`src/rtl/mult_div_unit.sv`:
```
// mult_div_unit: iterative multi-cycle multiply/divide unit with HI/LO registers.
//   Executes MULTU/DIVU (and MULT/DIV when MULT_DIV_SIGNED_EN is defined) one
//   radix-2 step per cycle, and services MTHI/MTLO writes outside of RUN.
// Configuration macro: MULT_DIV_SIGNED_EN
//   defined   : op[1] selects signed MULT/DIV; sign fix applied when leaving RUN.
//   undefined : op[1] ignored, every op runs unsigned, no sign logic is built.
// Ports:
//   clk, rst_n          clock, asynchronous active-low reset
//   start, op           launch (sampled in IDLE), 00 MULTU 01 DIVU 10 MULT 11 DIV
//   src_a, src_b        multiplicand/dividend, multiplier/divisor
//   hi_we, lo_we        MTHI / MTLO write enables, data on wr_data
//   busy                high while in RUN
//   done                one-cycle pulse, HI/LO hold the new result
//   div_by_zero         high with done when a divide had src_b == 0
//   hi, lo              HI (product high / remainder), LO (product low / quotient)
module mult_div_unit #(
  parameter int unsigned WIDTH = 32
) (
  input  logic             clk,
  input  logic             rst_n,
  input  logic             start,
  input  logic [1:0]       op,
  input  logic [WIDTH-1:0] src_a,
  input  logic [WIDTH-1:0] src_b,
  input  logic             hi_we,
  input  logic             lo_we,
  input  logic [WIDTH-1:0] wr_data,
  output logic             busy,
  output logic             done,
  output logic             div_by_zero,
  output logic [WIDTH-1:0] hi,
  output logic [WIDTH-1:0] lo
);

  localparam int unsigned CNT_W = $clog2(WIDTH) + 1;
  localparam int unsigned ACC_W = 2 * WIDTH;

  localparam logic [1:0] S_IDLE = 2'd0;
  localparam logic [1:0] S_RUN  = 2'd1;
  localparam logic [1:0] S_DONE = 2'd2;

  logic [1:0]       state_q, state_d;
  logic [CNT_W-1:0] cnt_q, cnt_d;
  logic [ACC_W-1:0] acc_q, acc_d;
  logic [WIDTH-1:0] b_q, b_d;
  logic             op_div_q, op_div_d;
  logic             busy_q, busy_d;
  logic             done_q, done_d;
  logic             dbz_q, dbz_d;
  logic [WIDTH-1:0] hi_q, hi_d;
  logic [WIDTH-1:0] lo_q, lo_d;

`ifdef MULT_DIV_SIGNED_EN
  logic [WIDTH-1:0] a_q, a_d;
  logic             neg_q_q, neg_q_d;
  logic             neg_r_q, neg_r_d;
  logic             a_neg_c, b_neg_c;
`else
  logic             unused_op_c;
  assign unused_op_c = op[1];
`endif

  logic [WIDTH-1:0] a_mag_c, b_mag_c;
  logic [WIDTH:0]   mul_sum_c;
  logic [ACC_W-1:0] mul_next_c;
  logic [WIDTH:0]   div_shift_c;
  logic             div_ge_c;
  logic [WIDTH-1:0] div_diff_c;
  logic [ACC_W-1:0] div_next_c;
  logic [ACC_W-1:0] prod_c;
  logic [WIDTH-1:0] quo_c, rem_c, dz_hi_c;

  // Operand magnitudes captured at launch
  always_comb begin
`ifdef MULT_DIV_SIGNED_EN
    a_neg_c = op[1] & src_a[WIDTH-1];
    b_neg_c = op[1] & src_b[WIDTH-1];
    a_mag_c = a_neg_c ? (~src_a + WIDTH'(1)) : src_a;
    b_mag_c = b_neg_c ? (~src_b + WIDTH'(1)) : src_b;
`else
    a_mag_c = src_a;
    b_mag_c = src_b;
`endif
  end

  // One radix-2 step: shift-add multiply / restoring divide on a shared accumulator
  always_comb begin
    mul_sum_c   = {1'b0, acc_q[ACC_W-1:WIDTH]} + (acc_q[0] ? {1'b0, b_q} : (WIDTH+1)'(0));
    mul_next_c  = {mul_sum_c, acc_q[WIDTH-1:1]};
    div_shift_c = {acc_q[ACC_W-1:WIDTH], acc_q[WIDTH-1]};
    div_ge_c    = div_shift_c >= {1'b0, b_q};
    // True difference is below the divisor, so the low WIDTH bits are exact
    div_diff_c  = div_shift_c[WIDTH-1:0] - b_q;
    div_next_c  = {(div_ge_c ? div_diff_c : div_shift_c[WIDTH-1:0]),
                   acc_q[WIDTH-2:0], div_ge_c};
  end

  // Final result with optional sign correction
  always_comb begin
    prod_c  = acc_q;
    quo_c   = acc_q[WIDTH-1:0];
    rem_c   = acc_q[ACC_W-1:WIDTH];
    // Unsigned restoring division by zero naturally leaves the dividend as remainder
    dz_hi_c = acc_q[ACC_W-1:WIDTH];
`ifdef MULT_DIV_SIGNED_EN
    dz_hi_c = a_q;
    if (neg_q_q) begin
      prod_c = ~acc_q + ACC_W'(1);
      quo_c  = ~acc_q[WIDTH-1:0] + WIDTH'(1);
    end
    if (neg_r_q) begin
      rem_c = ~acc_q[ACC_W-1:WIDTH] + WIDTH'(1);
    end
`endif
  end

  // Next-state and output logic
  always_comb begin
    state_d  = state_q;
    cnt_d    = cnt_q;
    acc_d    = acc_q;
    b_d      = b_q;
    op_div_d = op_div_q;
    busy_d   = 1'b0;
    done_d   = 1'b0;
    dbz_d    = 1'b0;
    hi_d     = hi_q;
    lo_d     = lo_q;
`ifdef MULT_DIV_SIGNED_EN
    a_d      = a_q;
    neg_q_d  = neg_q_q;
    neg_r_d  = neg_r_q;
`endif

    case (state_q)
      S_RUN: begin
        if (cnt_q == CNT_W'(WIDTH)) begin
          state_d = S_DONE;
          done_d  = 1'b1;
          if (op_div_q) begin
            if (b_q == '0) begin
              hi_d  = dz_hi_c;
              lo_d  = '1;
              dbz_d = 1'b1;
            end else begin
              hi_d = rem_c;
              lo_d = quo_c;
            end
          end else begin
            hi_d = prod_c[ACC_W-1:WIDTH];
            lo_d = prod_c[WIDTH-1:0];
          end
        end else begin
          busy_d = 1'b1;
          cnt_d  = cnt_q + CNT_W'(1);
          acc_d  = op_div_q ? div_next_c : mul_next_c;
        end
      end
      default: begin
        // IDLE and DONE accept MTHI/MTLO; a launch later overwrites with its result
        if (hi_we) hi_d = wr_data;
        if (lo_we) lo_d = wr_data;
        state_d = S_IDLE;
        if (state_q == S_IDLE && start) begin
          state_d  = S_RUN;
          busy_d   = 1'b1;
          cnt_d    = '0;
          op_div_d = op[0];
          acc_d    = {{WIDTH{1'b0}}, a_mag_c};
          b_d      = b_mag_c;
`ifdef MULT_DIV_SIGNED_EN
          a_d      = src_a;
          neg_q_d  = a_neg_c ^ b_neg_c;
          neg_r_d  = a_neg_c;
`endif
        end
      end
    endcase
  end

  // State and output registers
  always_ff @(posedge clk or negedge rst_n) begin
    if (!rst_n) begin
      state_q  <= S_IDLE;
      cnt_q    <= '0;
      acc_q    <= '0;
      b_q      <= '0;
      op_div_q <= 1'b0;
      busy_q   <= 1'b0;
      done_q   <= 1'b0;
      dbz_q    <= 1'b0;
      hi_q     <= '0;
      lo_q     <= '0;
`ifdef MULT_DIV_SIGNED_EN
      a_q      <= '0;
      neg_q_q  <= 1'b0;
      neg_r_q  <= 1'b0;
`endif
    end else begin
      state_q  <= state_d;
      cnt_q    <= cnt_d;
      acc_q    <= acc_d;
      b_q      <= b_d;
      op_div_q <= op_div_d;
      busy_q   <= busy_d;
      done_q   <= done_d;
      dbz_q    <= dbz_d;
      hi_q     <= hi_d;
      lo_q     <= lo_d;
`ifdef MULT_DIV_SIGNED_EN
      a_q      <= a_d;
      neg_q_q  <= neg_q_d;
      neg_r_q  <= neg_r_d;
`endif
    end
  end

  assign busy        = busy_q;
  assign done        = done_q;
  assign div_by_zero = dbz_q;
  assign hi          = hi_q;
  assign lo          = lo_q;

endmodule

```
`config.mk`:
```
export PLATFORM = sky130hd
export DESIGN_NAME = mult_div_unit
export DESIGN_NICKNAME = d
export VERILOG_FILES = /design/src/rtl/mult_div_unit.sv
export SDC_FILE = /design/constraint.sdc
export NUM_CORES = 1
export LEC_CHECK = 0
export ABC_AREA = 1
export CORE_ASPECT_RATIO = 1.5
export CORE_MARGIN = 4
export CORE_UTILIZATION = 50
export DETAILED_ROUTE_END_ITERATION = 10
export PLACE_DENSITY = 0.73
export SYNTH_ARGS = -nofsm -noshare
export SYNTH_HDL_FRONTEND = slang
export SYNTH_SLANG_ARGS = --single-unit
```
`constraint.sdc`:
```
create_clock -name clk -period 3.7 [get_ports clk]
set_input_delay 0.74 -clock clk [delete_from_list [all_inputs] [get_ports clk]]
set_output_delay 0.74 -clock clk [all_outputs]
set_load 0.02 [all_outputs]
```
# Word-level counts from Yosys, hierarchy flattened
# Cells that the tools add are included.
# totals
ff_bits,172
latchBits,0
mem_bits_rw,0
mem_bits_ro,0
input_bits,103
output_inout_bits,67
wordCells,58
n_memories,0
# classes
n_addsub,3
multipliers,0
n_div,0
magnitude_cmp,1
eq_ne,4
shift,0
mux,29
bitwise,1
reduce_logical,10
# op_table
op,n
32-bit two-way mux,10
64-bit two-way mux,4
32-bit by 32-bit adder with 33-bit output,1
33-bit by 32-bit greater-or-equal comparator with 1-bit output,1
32-bit zero test,1
32-bit subtractor,1
6-bit two-way mux,3
1-bit two-way mux,10
2-bit AND reduction,4
6-bit by 1-bit adder with 6-bit output (second input constant),1
6-bit equality test (second input constant),1
2-bit nonzero test,3
2-bit two-way mux,2
2-bit != test (second input constant),2
2-bit by 1-bit equality test with 1-bit output (second input constant),1
2-bit zero test,1
1-bit logical AND,1
1-bit NOT,1

# Longest topological paths before layout
# logic_depth
ltp_word,5
depth_mapped,20
depth_no_buf,18

# Worst setup path before layout
# Ideal clock, no wire load.
# synth_timing
path_kind,reg-to-reg
from,register acc_q[0]
to,register acc_q[59]
setup_ps,118
arrival_ps,2429
t_required_ps,3582
setup_slack_ps,1153
stages_incl_launch_ff,18
cell_sequence,dfrtp_1 clkbuf_1 clkbuf_1 nand2_1 inv_1 ha_1 inv_1 fa_1 o21ai_1 nand2_1 nand2_1 nand2_1 nand2_1 nand3_1 nand3_1 nand3_1 nand3_1 nand2_1
# synth_between
elab_chain_cells,5
# synth_lines
item,line,source
start: declaration,44,"logic [ACC_W-1:0] acc_q, acc_d;"
start signal: assignment,186,acc_q <= '0;
start signal: assignment,202,acc_q <= acc_d;
32-bit two-way mux,88,"mul_sum_c = {1'b0, acc_q[ACC_W-1:WIDTH]} + (acc_q[0] ? {1'b0, b_q} : (WIDTH+1)'(0));"
32-bit by 32-bit adder with 33-bit output,88,
64-bit two-way mux,156,acc_d = op_div_q ? div_next_c : mul_next_c;
64-bit two-way mux,137,if (cnt_q == CNT_W'(WIDTH)) begin
64-bit two-way mux,135,case (state_q)
# No other way between the ends. The select of a mux whose other input is x is not followed.
# A chain may end at the register's enable or synchronous reset.

# Final worst setup path
# layout_timing
from,register cnt_q[0]
to,"register hi_q[3], in the netlist hi[3]"
# layout_between
elab_chain_cells,3
# layout_lines
item,line,source
start: declaration,43,"logic [CNT_W-1:0] cnt_q, cnt_d;"
start signal: assignment,201,cnt_q <= cnt_d;
6-bit equality test,137,
2-bit != test (no line),n/a,
2-bit AND reduction (no line),n/a,
end signal: assignment,208,hi_q <= hi_d;
end: declaration,50,"logic [WIDTH-1:0] hi_q, hi_d;"
# No other way between the ends.

==> flow_metrics.tcl <==
set metrics [dict create \
    die_w_um 142 \
    fp.coreArea_um2 26500 \
    grt_pass1_wl_um 75600 \
    cts_buffer_depth 2 \
    worst_pin_slew_ps 1040 \
    dpl_cell_area_um2 15400 \
    required_ps 4030 \
    worst_setup_path_end_kind "flop" \
    crit_type "flop to flop" \
    die_area_um2 29500 \
    crit_slowest_cell "nor2_4" \
    path_cells "inv_1, ha_1, nand3_1, nor3_1, nor2_4, inv_2, o21ai_4, buf_4, mux2_2" \
    r2r_cells 9 \
    crit_fanout 34 \
    dp_hpwl_um 38400 \
    overflow 0 \
    synth_top_family_by_area "simple AND/OR/NAND/NOR gates" \
    seqPwrFrac_pct 20.5 \
    firstDrtPassIters 5 \
    cts_tree "yes" \
    grt_antenna_before_repair 0 \
    synth_mux_area_share_pct 2.69 \
    ir_drop_uv 967 \
    tns_ps 0 \
    finalMaxSlewViolations 0 \
    via_count 14100 \
    final_common_cell "nand2_1" \
    power.total_uw 18100 \
    clk_pin_slew_ps 70 \
    drt-total-wl_um 48500 \
    rsz0062_at_grt "no" \
    setup_viol 0 \
    synth_nets 2244 \
    place_inst 2528 \
    synth-seq-area-share_pct 32.1 \
    fmax_mhz 318 \
    cts_buffers 17 \
    antenna_cells 0 \
    route.detailed.drc 0 \
    r2r_start "cnt_q[0]" \
    r2r_end "hi[3]" \
    synth_adder_area_share_pct 6.46 \
    combPwrFrac_pct 68.7 \
    async_flop_share_pct 100 \
    clk_latency_ps 450 \
    start_kind "flop" \
    met3WireLength_um 2630 \
    synth_area_um2 13400 \
    cts.sinks 172 \
    area_delta_synth_final_pct 19.5 \
    postCtsResizedCells 0 \
    cts_root_buffer "clkbuf_16" \
    htreeDepth 4 \
    switching_share_pct 54.2 \
    outcome "completed" \
    viasPerCell 5.52 \
    grt_pass1_vias 14200 \
    yosysUniqueCellTypes 42 \
    cap_violations 0 \
    io_pins 170 \
    maxSlewHeadroom_pct 30.3 \
    synth_edf_count 0 \
    initial_core_util_pct 50.6 \
    ctsHoldBuffers 0 \
    rows 73 \
    post-cts-setup-buffers 0 \
    fin_crit_ps 3150 \
    die_h_um 209 \
    power.leakage_uw 0.00827 \
    crit_start "cnt_q[0]" \
    period_share_pct 85.0 \
    nNetsFinal 2381 \
    grt_max_degree 74 \
    yosys.area.top_type "dfrtp_1" \
    ys_top_cells_by_area "dfrtp_1 (32%), nand2_1 (18%), inv_1 (8.4%), ha_1 (6.2%), nor2_1 (5.8%)" \
    powerDensity_nw_per_um2 1130 \
    detail-route-antenna-nets 0 \
    syn_avg_cell_area_um2 6.46 \
    clock_power_share_pct 10.8 \
    rrSetupSlack_ps 550 \
    routedWlPerCell_um 18.9 \
    io_buffers 168 \
    highest_layer "met4" \
    internal-power_uw 8290 \
    min_path_type "primary input to async pin" \
    post-route-cell-area_um2 16000 \
    ys_warn_count 0 \
    layout-drive-gt1-share_pct 5.54 \
    synthCells 2073 \
    finalHoldViolations 0 \
    synth-compound-area-share_pct 13.6 \
    fin_skew_ps 10.6 \
    place_congestion 0.978 \
    grtUsageTotal_pct 32.8 \
    finalNonFillerCells 2559 \
    wl_met2_um 24400 \
    ys_ff_latch 172 \
    ys.flop_type "dfrtp_1" \
    first_iter_violations 891 \
    met1Wirelength_um 18600 \
    yosys.area.top_type_share_pct 32.1 \
    synthXorXnorAreaFrac_pct 0.588 \
    yosys.area_share.simple_pct 33.4 \
    p_switching_uw 9810 \
    crit_arrival_ps 3480 \
    max_stage_delay_ps 790 \
    layout_common_cells "nand2_1 (653), inv_1 (300), nor2_1 (206)" \
]
## routing by layer
metal,track usage (%),up-vias
li1,-,6929
met5,0,-
met3,4.07,115
met4,18.1,0
met1,38.3,6616
met2,57.3,463
## logic make-up (layout without fill, tap and decap cells)
family,Yosys count,in the layout
AO/OA/AOI/OAI,333,333
multiplexers,32,32
adder cells (fa/ha/maj),68,68
buffers and inverters,380,529
XOR/XNOR,9,9
AND/OR/NAND/NOR,1079,1079
flip-flops,172,172
## power groups by stage
| stage | combinational, uW | clock (uW) | sequential (uW) |
|---|---|---|---|
| after floorplan | 8230 | 0 | 3840 |
| after global placement | 12100 | 0 | 3690 |
| after detailed placement | 12300 | 0 | 3720 |
| after CTS | 12300 | 1980 | 3690 |
| after global routing | 13800 | 2040 | 3830 |
| final | 12400 | 1950 | 3710 |
## worst max-delay path, delay by kind of cell (launching register included)
kind / cells / cell delay [ps]
and+or+nand+nor: 3 / 940
buffers and inverters: 3 / 830
DFF: 1 / 390
muxes: 1 / 380
AOI/OAI and AO/OA: 1 / 260
adders and majority gates: 1 / 200
## cell usage after synthesis (all sizes together) (5+ instances only)
cell,n
nand3b,5
nor2,219
nand2,658
o211ai,6
mux2,32
nand4,34
o21bai,12
ha,66
a21oi,101
o21ai,147
buf,34
clkbuf,40
dfrtp,172
a31oi,61
xor2,6
inv,306
nor3,17
nand3,134
nor4,7
## per-stage QoR
step                      worst slack (ps)  util [%]  hold slack, ps
final                                  555      60.4             248
after global placement                 588      58.1             475
after detailed placement               573      58.1             489
after global routing                   344      60.4             285
after CTS                              569      60.4             252
after floorplan                       1150         -             444
## final cells by class
| class | count | area (um^2) |
|---|---|---|
| inverters | 306 | 1150 |
| fillers | 2625 | 10500 |
| clock buffers | 19 | 443 |
| clock inverters | 12 | 186 |
| well taps | 337 | 422 |
| flip-flops and latches | 172 | 4310 |
| multi-input cells | 1521 | 7610 |
| repair buffers | 192 | 1890 |
## worst max-delay path by stage
stage,to,slack [ps],cells past startpoint
after global placement,hi[3],590,9
after floorplan,acc_q[59],1150,17
after CTS,hi[3],570,9
after global routing,lo[11],340,10
final,hi[3],550,9
after detailed placement,hi[3],570,9
## flip-flops by register name (all words and copies together) (netlist names)
| register | count |
|---|---|
| op_div_q | 1 |
| div_by_zero | 1 |
| acc_q | 64 |
| cnt_q | 6 |
| done | 1 |
| b_q | 32 |
| lo | 32 |
| state_q | 2 |
| busy | 1 |
| hi | 32 |
No activity file was read; power rests on OpenSTA's default activity.
